==> src/rtl/uart_out_tx_if.sv <==
// Byte write request and serial status bundle for uart_out_tx.
// master drives the CPU-side write; slave is the transmitter.
interface uart_out_tx_if #(
  parameter int FIFO_DEPTH = 4
) ();
  logic                        wr_req;
  logic [7:0]                  wr_data;
  logic                        uart_txd;
  logic                        busy;
  logic [$clog2(FIFO_DEPTH):0] fifo_count;
  logic                        overflow;

  modport master (
    output wr_req, wr_data,
    input  uart_txd, busy, fifo_count, overflow
  );

  modport slave (
    input  wr_req, wr_data,
    output uart_txd, busy, fifo_count, overflow
  );
endinterface

==> src/rtl/uart_out_tx.sv <==
// 8N1 UART transmitter fed by a small byte FIFO; start bit 2 cycles after the synced write push.
// No backpressure: pushes into a full FIFO are dropped and flagged by sticky overflow.
module uart_out_tx #(
  parameter int CLK_FREQ   = 50000000,
  parameter int BAUD       = 115200,
  parameter int FIFO_DEPTH = 4
) (
  input  logic         clk,
  input  logic         rst,
  uart_out_tx_if.slave bus
);
  localparam int CLKS_PER_BIT = CLK_FREQ / BAUD;
  localparam int CNT_W = (CLKS_PER_BIT > 2) ? $clog2(CLKS_PER_BIT) : 1;
  localparam int AW = $clog2(FIFO_DEPTH);
  localparam int CW = AW + 1;
  localparam logic [CNT_W-1:0] CNT_LAST = CNT_W'(CLKS_PER_BIT - 1);
  localparam logic [CW-1:0]    FULL_CNT = CW'(FIFO_DEPTH);

  typedef enum logic [1:0] {IDLE, START, DATA, STOP} state_t;

  logic             s1, s2, s3;
  logic             push, do_push, pop, full;
  logic [7:0]       mem [FIFO_DEPTH];
  logic [AW-1:0]    wr_ptr, rd_ptr;
  logic [CW-1:0]    count;
  logic             overflow_q;
  state_t           state, state_n;
  logic [CNT_W-1:0] cnt, cnt_n;
  logic [2:0]       idx, idx_n;
  logic [7:0]       shift, shift_n;
  logic             txd, txd_n;

  // wr_req comes from the slow CPU clock: two sync flops, then edge detect.
  always_ff @(posedge clk) begin
    if (rst) begin
      s1 <= 1'b0;
      s2 <= 1'b0;
      s3 <= 1'b0;
    end else begin
      s1 <= bus.wr_req;
      s2 <= s1;
      s3 <= s2;
    end
  end

  assign push    = s2 & ~s3;
  assign full    = (count == FULL_CNT);
  assign do_push = push & ~full;

  always_ff @(posedge clk) begin
    if (do_push) mem[wr_ptr] <= bus.wr_data;
  end

  always_ff @(posedge clk) begin
    if (rst) begin
      wr_ptr     <= '0;
      rd_ptr     <= '0;
      count      <= '0;
      overflow_q <= 1'b0;
    end else begin
      if (do_push) wr_ptr <= wr_ptr + AW'(1);
      if (pop)     rd_ptr <= rd_ptr + AW'(1);
      if (do_push && !pop)      count <= count + CW'(1);
      else if (!do_push && pop) count <= count - CW'(1);
      if (push && full) overflow_q <= 1'b1;
    end
  end

  always_ff @(posedge clk) begin
    if (rst) begin
      state <= IDLE;
      cnt   <= '0;
      idx   <= '0;
      shift <= '0;
      txd   <= 1'b1;
    end else begin
      state <= state_n;
      cnt   <= cnt_n;
      idx   <= idx_n;
      shift <= shift_n;
      txd   <= txd_n;
    end
  end

  always_comb begin
    state_n = state;
    cnt_n   = cnt;
    idx_n   = idx;
    shift_n = shift;
    pop     = 1'b0;
    case (state)
      IDLE: begin
        if (count != '0) begin
          pop     = 1'b1;
          shift_n = mem[rd_ptr];
          cnt_n   = '0;
          state_n = START;
        end
      end
      START: begin
        if (cnt == CNT_LAST) begin
          cnt_n   = '0;
          idx_n   = '0;
          state_n = DATA;
        end else begin
          cnt_n = cnt + CNT_W'(1);
        end
      end
      DATA: begin
        if (cnt == CNT_LAST) begin
          cnt_n   = '0;
          shift_n = {1'b0, shift[7:1]};
          if (idx == 3'd7) state_n = STOP;
          else             idx_n   = idx + 3'd1;
        end else begin
          cnt_n = cnt + CNT_W'(1);
        end
      end
      default: begin
        if (cnt == CNT_LAST) begin
          cnt_n   = '0;
          state_n = IDLE;
        end else begin
          cnt_n = cnt + CNT_W'(1);
        end
      end
    endcase
    // Line level is registered from the next state so txd changes with the state.
    case (state_n)
      START:   txd_n = 1'b0;
      DATA:    txd_n = shift_n[0];
      default: txd_n = 1'b1;
    endcase
  end

  assign bus.uart_txd   = txd;
  assign bus.busy       = (state != IDLE);
  assign bus.fifo_count = count;
  assign bus.overflow   = overflow_q;
endmodule
==> src/flat_wrapper.sv <==
// flat-port wrapper written by rule: the top's interface ports become plain ports
module uart_out_tx_flat 
#(
  parameter int CLK_FREQ   = 50000000,
  parameter int BAUD       = 115200,
  parameter int FIFO_DEPTH = 4
)
  (clk, rst, bus_wr_req, bus_wr_data, bus_uart_txd, bus_busy, bus_fifo_count, bus_overflow);
  uart_out_tx_if #(.FIFO_DEPTH(FIFO_DEPTH)) bus_i ();
  input  logic clk;
  input  logic rst;
  input wire logic [$bits(bus_i.wr_req)-1:0] bus_wr_req;
  input wire logic [$bits(bus_i.wr_data)-1:0] bus_wr_data;
  output wire logic [$bits(bus_i.uart_txd)-1:0] bus_uart_txd;
  output wire logic [$bits(bus_i.busy)-1:0] bus_busy;
  output wire logic [$bits(bus_i.fifo_count)-1:0] bus_fifo_count;
  output wire logic [$bits(bus_i.overflow)-1:0] bus_overflow;
  assign bus_i.wr_req = bus_wr_req;
  assign bus_i.wr_data = bus_wr_data;
  assign bus_uart_txd = bus_i.uart_txd;
  assign bus_busy = bus_i.busy;
  assign bus_fifo_count = bus_i.fifo_count;
  assign bus_overflow = bus_i.overflow;
  uart_out_tx #(.CLK_FREQ(CLK_FREQ), .BAUD(BAUD), .FIFO_DEPTH(FIFO_DEPTH)) u_core (.clk(clk), .rst(rst), .bus(bus_i));
endmodule
==> config.mk <==
export PLATFORM = sky130hd
export DESIGN_NAME = uart_out_tx_flat
export DESIGN_NICKNAME = d
export VERILOG_FILES = /design/src/rtl/uart_out_tx_if.sv /design/src/rtl/uart_out_tx.sv /design/src/flat_wrapper.sv
export SDC_FILE = /design/constraint.sdc
export NUM_CORES = 1
export LEC_CHECK = 0
export BUFFER_PORTS_ARGS = -buffer_cell sky130_fd_sc_hd__buf_2
export CORE_UTILIZATION = 59
export CTS_CLUSTER_DIAMETER = 200
export DETAILED_ROUTE_END_ITERATION = 6
export GPL_ROUTABILITY_DRIVEN = 1
export GPL_TIMING_DRIVEN = 0
export PLACE_DENSITY_LB_ADDON = 0.25
export REMOVE_ABC_BUFFERS = 1
export SLEW_MARGIN = 20
export SYNTH_ARGS = -nofsm -noshare
export SYNTH_HDL_FRONTEND = slang
export SYNTH_SLANG_ARGS = --single-unit
==> constraint.sdc <==
create_clock -name clk -period 2.43 [get_ports clk]
set_input_delay 0.1215 -clock clk [delete_from_list [all_inputs] [get_ports clk]]
set_output_delay 0.1215 -clock clk [all_outputs]
set_load 0.1 [all_outputs]
After elaboration in Yosys (flattened, before gate mapping)
Memories as Yosys holds them, arrays and structs flattened. A register that Yosys moved wholly into a read port is not among the register bits.
Cells that the tools add are included.
{"block": "classes", "bitwise": 4, "eq_ne": 11, "reduce_logical": 13, "muxes": 25, "add_sub_neg": 6}
{"operator": "$mux 9", "n": 3}
{"operator": "$mux 8", "n": 2}
{"operator": "$pmux 8 s2", "n": 1}
{"operator": "$mux 3", "n": 5}
{"operator": "$mux 2", "n": 7}
{"operator": "$add 9x1->9 const B", "n": 1}
{"operator": "$eq 9x9->1 const B", "n": 1}
{"operator": "$reduce_bool 2->1", "n": 4}
{"operator": "$add 3x1->3 const B", "n": 2}
{"operator": "$eq 3x3->1 const B", "n": 2}
{"operator": "$ne 2x1->1 const B", "n": 3}
{"operator": "$pmux 2 s3", "n": 1}
{"operator": "$pmux 3 s2", "n": 1}
{"operator": "$add 2x1->2 const B", "n": 2}
{"operator": "$eq 2x1->1 const B", "n": 2}
{"operator": "$eq 2x2->1 const B", "n": 2}
{"operator": "$mux 1", "n": 4}
{"operator": "$reduce_and 4->1", "n": 1}
{"operator": "$logic_and 1x1->1", "n": 3}
{"operator": "$reduce_and 3->1", "n": 1}
{"operator": "$reduce_bool 3->1", "n": 1}
{"operator": "$sub 3x1->3 const B", "n": 1}
{"operator": "$and 1x1->1", "n": 2}
{"operator": "$logic_not 1->1", "n": 2}
{"operator": "other kinds (4)", "n": 5}
{"block": "totals", "word_cells": 73, "inputBits": 11, "register_bits": 34, "n_memories": 1, "mem_bits_rw": 32}
{"name": "u_core.mem", "depth": 4, "width": 8, "rd": 1, "rd_ports_with_merged_regs": 1, "write_ports": 1, "line": "uart_out_tx.sv:23", "source": "logic [7:0] mem [FIFO_DEPTH];"}

Longest topological paths before layout
Gate-level depths: netlist of run 1.
{"block": "logic_depth", "word_depth": 7, "depth_mapped": 11, "mapped_depth_nobuf": 10}

Worst setup path before layout of run 1
OpenSTA, ideal clock, no wires.
{"block": "synth_path", "path_type": "reg2reg", "start": "reg u_core.count[0], in the netlist u_core.bus.fifo_count[0]", "end": "reg u_core.count[2], in the netlist u_core.bus.fifo_count[2]", "setup_time_ps": 70, "t_arrival_ps": 2813, "setup_slack_ps": -454, "period_less_slack_ps": 2884, "stages_incl_launch_ff": 9, "t_required_ps": 2360, "cell_sequence": "dfxtp_1 nor2_1 a21oi_1 ha_1 inv_1 fa_1 xor2_1 or3_1 a21oi_1"}
{"block": "synth_between", "elab_chain_cells": 6}
{"element": "start: declaration", "line": "uart_out_tx.sv:25", "source": "logic [CW-1:0] count;"}
{"element": "start signal: assignment", "line": "uart_out_tx.sv:63", "source": "if (do_push && !pop) count <= count + CW'(1);"}
{"element": "start signal: assignment", "line": "uart_out_tx.sv:64", "source": "else if (!do_push && pop) count <= count - CW'(1);"}
{"element": "$eq 3x3->1 *", "line": "uart_out_tx.sv:47", "source": "assign full = (count == FULL_CNT);"}
{"element": "$not 1->1 *", "line": "uart_out_tx.sv:48", "source": "assign do_push = push & ~full;"}
{"element": "$and 1x1->1 *", "line": "uart_out_tx.sv:48"}
{"element": "named net u_core.do_push", "line": "uart_out_tx.sv:22", "source": "logic push, do_push, pop, full;"}
{"element": "$logic_not 1->1", "line": "uart_out_tx.sv:64"}
{"element": "$logic_and 1x1->1", "line": "uart_out_tx.sv:64"}
{"element": "$reduce_bool 2->1 (no source line)"}
Mark *: on every way through the listed nets, which the timed path passes. The rest lies on a longest branch. The select of a mux whose other input is x is not followed.
A chain may end at the register's enable or synchronous reset.

Final worst setup path of run 1
Same ends and word-level chain as after synthesis.

==> out/metrics.yaml, run 1 <==
run_status:
  status: "complete, no violations"
die:
  die_h_um: 71.3
  die_area_mm2: 0.00509
  row_count: 24
  chipWidth_um: 71.3
  ios: 17
  core_mm2: 0.00447
  start_util: 0.634
clock_tree:
  clock_sinks: 68
  worstSkewPairLatency_ns: 0.34
  root_buffer: "clkbuf_8"
  cts_tree: "done"
  cts_buffers: 9
  clk_pin_slew_worst_paths_ns: 0.07
  clock_path_buffers: 2
  htreeDepth: 3
power_and_ir_drop:
  p_per_area_mw_per_mm2: 1080
  ir_drop_mv: 0.969
  leakagePower_nw: 1.15
drt:
  first_pass_iters: 4
  drt_wl_total_mm: 5.14
  wl_per_cell_um: 16.4
  antenna_left: 0
  drc_errors: 0
  drtIter0Drc: 125
  vias_per_cell: 5.81
  vias: 1823
layout:
  regArea_mm2: 0.00168
  n_fill_cell: 322
  antenna_cells: 0
  drive_above_1_share: 0.191
  fin_util: 0.710
  multi_input_area_mm2: 0.00111
  syn_to_final_growth_pct: 12.0
  nets: 278
sta:
  max_freq_ghz: 0.460
  clock_skew_ns: 0.00937
  timing.final.crit_share: 0.894
  rsz0062_at_grt: "no"
  hold_violations: 0
  setup_viol: 0
  relSlewSlack: 0.557
  layout_min_cycle_time_ns: 2.17
  slew_viol_final: 0
  setup_slack_ns: 0.257
  tightestPinTransition_ns: 0.664
placed_design:
  place_ws_ns: -0.119
  dp_hpwl_mm: 3.18
  port_buffers: 16
  gp_congestion: 0.808
global_routing:
  grtUsageTotal: 0.236
  grt_pass1_vias: 1843
  grt_max_degree: 37
  gr-total-overflow: 0
  grt_antenna_before_repair: 0
  grt_pass1_wl_mm: 8.85
critical_path:
  required_ns: 2.69
  critPathTopFamily: "adder cells"
  cpMaxStageDelayCell: "dfxtp_1"
  max_stage_delay_ns: 0.47
  worstPathBufferInverterCount: 1
  crit_path_cell_trace: "nor2_1 -> a21oi_4 -> ha_1 -> inv_1 -> fa_1 -> xor2_1 -> or3_1 -> a21oi_1"
  critPathArrivalTime_ns: 2.43
  crit_fanout: 7
  startpoint_type: "flip-flop"
  cp-end-kind: "flip-flop"
  path_class: "reg -> reg"
synthesis:
  avgSynthCellArea_um2: 12.2
  synth_cells: 232
  async_reset_ff_frac: 0
  synth_area_mm2: 0.00284
  ys_ff_latch: 68
  ys_warn_count: 0
  synth-edff-count: 32
  ys_seq_area_frac: 0.593
  yosysUniqueCellTypes: 43
  synthFlopType: "dfxtp_1"
job:
  drv_cap: 0
worst_hold_path:
  hold_class: "in -> reg"
flip-flops by register name, summed over array words and instances, names as in the netlist, 2 cells and up, named ones only:
name / count
u_core.bus.fifo_count: 3
u_core.cnt: 9
u_core.idx: 3
u_core.mem: 32
u_core.rd_ptr: 2
u_core.shift: 8
u_core.state: 2
u_core.wr_ptr: 2
Yosys cell counts (2+ instances only):
master	n	area, um^2
dfxtp_1	36	721
edfxtp_1	32	961
nand2_1	21	78.8
a21oi_1	20	100
nor2_1	20	75.1
ha_1	9	113
mux4_2	8	180
inv_1	7	26.3
a22oi_1	6	45.0
o21ai_0	5	25.0
and2_1	4	25.0
and3_1	4	25.0
clkbuf_1	4	15.0
nand3_1	4	20.0
nand3b_1	4	30.0
or3_1	4	25.0
xor2_1	4	35.0
a311oi_1	3	26.3
mux2i_1	3	30.0
nand2b_1	3	18.8
nor2b_1	3	18.8
a21boi_0	2	15.0
a41oi_1	2	17.5
nand4_1	2	12.5
nor2_2	2	12.5
nor3_1	2	10.0
xnor2_1	2	17.5
power by group:
part | internal [W] | switching (W)
combinational | 0.000405 | 0.000750
sequential | 0.00133 | 0.000147
clock | 0.000393 | 0.000391
layer usage:
metal,share of wire,global-route usage
met1,0.45,0.311
met2,0.49,0.378
met3,0.037,0.0422
met4,0.023,0.122
met5,0,0
repair_timing:
action                                 CTS  global route
buffers inserted                         0             2
pin swaps                                0             2
setup endpoints to repair                2             2
resized for setup                        2             2
endpoints found under the hold margin   16             0
hold buffers                             4             0
final cells by class:
type,instances,share of cell area
clock buffer,13,0.0469
clock inverter,3,0.00433
inverter,7,0.00827
multi-input combinational,149,0.348
sequential,68,0.529
tap,52,0.0205
timing repair buffer,22,0.0425
worst paths after layout:
kind / from / end / slack [ns] / depth (start not counted)
max: u_core.bus.fifo_count[0] / u_core.bus.fifo_count[2] / 0.26 / 8
min: bus_wr_data[2] / u_core.mem[1][2] / 0.01 / 1
max reg2reg: u_core.bus.fifo_count[0] / u_core.bus.fifo_count[2] / 0.26 / 8
min reg2reg: u_core.s1 / u_core.s2 / 0.45 / 1
cell usage in the layout (no fill, tap or decap), types with 3 or more instances in the layout:
cell type and count:
dfxtp_1 36, edfxtp_1 32, nand2_1 21, nor2_1 20
a21oi_1 19, buf_2 16, clkbuf_8 10, ha_1 9
mux4_2 8, inv_1 7, a22oi_1 6, o21ai_0 5
and2_1 4, and3_1 4, nand3b_1 4, or3_1 4
nand3_1 4, xor2_1 4, dlygate4sd3_1 4, mux2i_1 3
nand2b_1 3, a311oi_1 3, nor2b_1 3, clkbuf_1 3
through the flow:
step	instances	total power, W	TNS (ns)	cell area [um^2]	hold WS [ns]
2_1_floorplan	224	0.00234	-0.769	2790	0.191
3_3_place_gp	292	0.00253	-0.111	2940	0.339
3_5_place_dp	292	0.00257	-0.238	2940	0.344
4_1_cts	312	0.00338	0	3150	0.00208
5_1_grt	314	0.00362	0	3180	0.00433
6_report	314	0.00342	0	3180	0.0106
kinds of logic after synthesis:
group,after synthesis,synth area share
simple gates,80,0.150
xor+xnor,6,0.0185
compound gates,42,0.0940
fa+ha+maj,10,0.0468
mux,11,0.0741
flops,68,0.593
buf+inv,15,0.0243
Power figures use the tool's default switching activity.
==> run 2, diff against run 1 <==
REMOVE_ABC_BUFFERS = default   (was 1)
==> run 2 against run 1 <==
Wire length fell by 2.0%; highest routed layer unchanged; largest power group unchanged; sequential power decreased by 3%; setup slack worse by 0.035 ns.
==> out/metrics.yaml, run 2 (synthesis results as in run 1) <==
run_status:
  status: "complete, no violations"
critical_path:
  timing.rr.start: "u_core.bus.fifo_count[0]"
  reg2reg_to: "u_core.bus.fifo_count[2]"
  startpoint_type: "flip-flop"
  crit_fanout: 10
  path_class: "reg -> reg"
  r2r_cells: 10
  worstSetupEndpoint: "u_core.bus.fifo_count[2]"
  crit_start: "u_core.bus.fifo_count[0]"
  required_ns: 2.69
  rrSetupSlack_ns: 0.22
  critPathArrivalTime_ns: 2.47
  cp-end-kind: "flip-flop"
clock_tree:
  worstSkewPairLatency_ns: 0.33
  postCtsSetupBuffers: 0
  clk_pin_slew_worst_paths_ns: 0.07
  clock_sinks: 68
  cts_buffers: 9
  root_buffer: "clkbuf_8"
  htreeDepth: 3
  clock_path_buffers: 2
  cts_tree: "done"
die:
  start_util: 0.634
  chipWidth_um: 71.3
  die_area_mm2: 0.00509
  row_count: 24
  core_mm2: 0.00447
  die_h_um: 71.3
  ios: 17
sta:
  finalSetupTns_ns: 0
  tightestPinTransition_ns: 0.483
  rsz0062_at_grt: "no"
  layout_min_cycle_time_ns: 2.21
  max_freq_ghz: 0.453
  relSlewSlack: 0.678
  whs_ns: 0.0128
  setup_viol: 0
  slew_viol_final: 0
  timing.final.crit_share: 0.909
  clock_skew_ns: 0.00577
  hold_violations: 0
placed_design:
  dp.cells: 299
  gp_congestion: 0.818
  port_buffers: 15
  dp_hpwl_mm: 3.40
job:
  drv_cap: 0
layout:
  antenna_cells: 0
  syn_to_final_growth_pct: 15.2
  stdcell_count: 322
  drive_above_1_share: 0.219
  top_regs: "u_core.mem (32), u_core.cnt (9), u_core.shift (8)"
  max_flop_register: "u_core.mem"
  largest_register_ffs: 32
  nets: 286
  mostFrequentLayoutCells: "dfxtp_1 (32), edfxtp_1 (32), nand2_1 (21)"
global_routing:
  grtUsageTotal: 0.227
  grt_antenna_before_repair: 0
  grt_pass1_wl_mm: 8.56
  grt_pass1_vias: 1860
  gr-total-overflow: 0
  grt_max_degree: 12
power_and_ir_drop:
  ir_drop_mv: 1.05
  swShare: 0.375
  combPwrFrac: 0.355
  finalPower_w: 0.00347
  p_per_area_mw_per_mm2: 1060
  leakagePower_nw: 1.16
  clockPowerShare: 0.229
  p_int_w: 0.00217
  power_frac_seq: 0.416
  switchingPower_w: 0.00130
drt:
  drtIter0Drc: 147
  wl_per_cell_um: 15.6
  first_pass_iters: 4
  vias: 1839
  vias_per_cell: 5.71
  drc_errors: 0
  drt_wl_total_mm: 5.04
  antenna_left: 0
synthesis:
  syn-num-nets: 253
worst_hold_path:
  hold_class: "in -> reg"
-- run 2: cell types whose count changed in the layout (fill, tap and decap cells not counted), moves of 2 or more --
cell,change
inv_1,-3
dfxtp_4,+3
buf_6,+2
clkbuf_1,+5
buf_4,-2
clkinvlp_4,+2
dfxtp_1,-4
dlygate4sd3_1,+3
-- run 2: timing repair --
| action | CTS | global route |
|---|---|---|
| endpoints found under the setup margin | 0 | 1 |
| hold buffers | 7 | 0 |
| hold endpoints to repair | 17 | 0 |
| resized for setup | 0 | 1 |
-- run 2: cell type report --
class	count	area, um^2
Fill cell	307	1210
Multi-Input combinational cell	149	1120
Tap cell	52	65.1
Clock buffer	14	153
Clock inverter	2	12.5
Buffer	8	46.3
Inverter	7	32.5
Timing Repair Buffer	22	145
Sequential cell	68	1690
-- run 2: power by group through the flow --
stage | logic [W] | registers (W) | clock network (W)
after CTS | 0.00124 | 0.00144 | 0.000805
after global routing | 0.00135 | 0.00147 | 0.000848
after detailed placement | 0.00122 | 0.00147 | 0
final | 0.00123 | 0.00144 | 0.000794
after floorplan | 0.000796 | 0.00166 | 0
after global placement | 0.00120 | 0.00146 | 0
-- run 2: stage by stage --
stage,instance area (um^2),worst slack (ns),utilization
after floorplan,2890,-0.0189,-
after global placement,3030,0.162,0.677
after detailed placement,3030,0.151,0.677
after CTS,3260,0.123,0.730
after global routing,3270,0.0939,0.730
final,3270,0.221,0.730
-- run 2: worst min path at each step --
stage                         from               end  slack (ns)  depth (start not counted)
global placement        bus_wr_req         u_core.s1        0.34                          2
CTS                 bus_wr_data[1]  u_core.mem[0][1]      0.0009                          1
floorplan           bus_wr_data[0]  u_core.mem[0][0]        0.22                          0
detailed placement      bus_wr_req         u_core.s1        0.34                          2
global route        bus_wr_data[1]  u_core.mem[0][1]       0.008                          1
finish              bus_wr_data[1]  u_core.mem[0][1]        0.01                          1
-- run 2: critical path, cell delays in order, from the launching register on --
cell	delay [ns]
dfxtp_4	0.37
nor3_2	0.30
nor2_4	0.11
buf_6	0.16
inv_4	0.07
ha_4	0.14
inv_2	0.04
fa_2	0.37
xor2_1	0.15
or3_1	0.30
a21oi_1	0.12
-- run 2: routing by layer --
layer  track usage  vias to the layer above  wire length [um]  part of all wire
li1              -                      911                 -                 -
met1         0.294                      892              2340              0.47
met2         0.363                       30              2450              0.49
met4         0.129                        0                70             0.014
met5             0                        -                 0                 0
met3        0.0394                        6               171             0.034
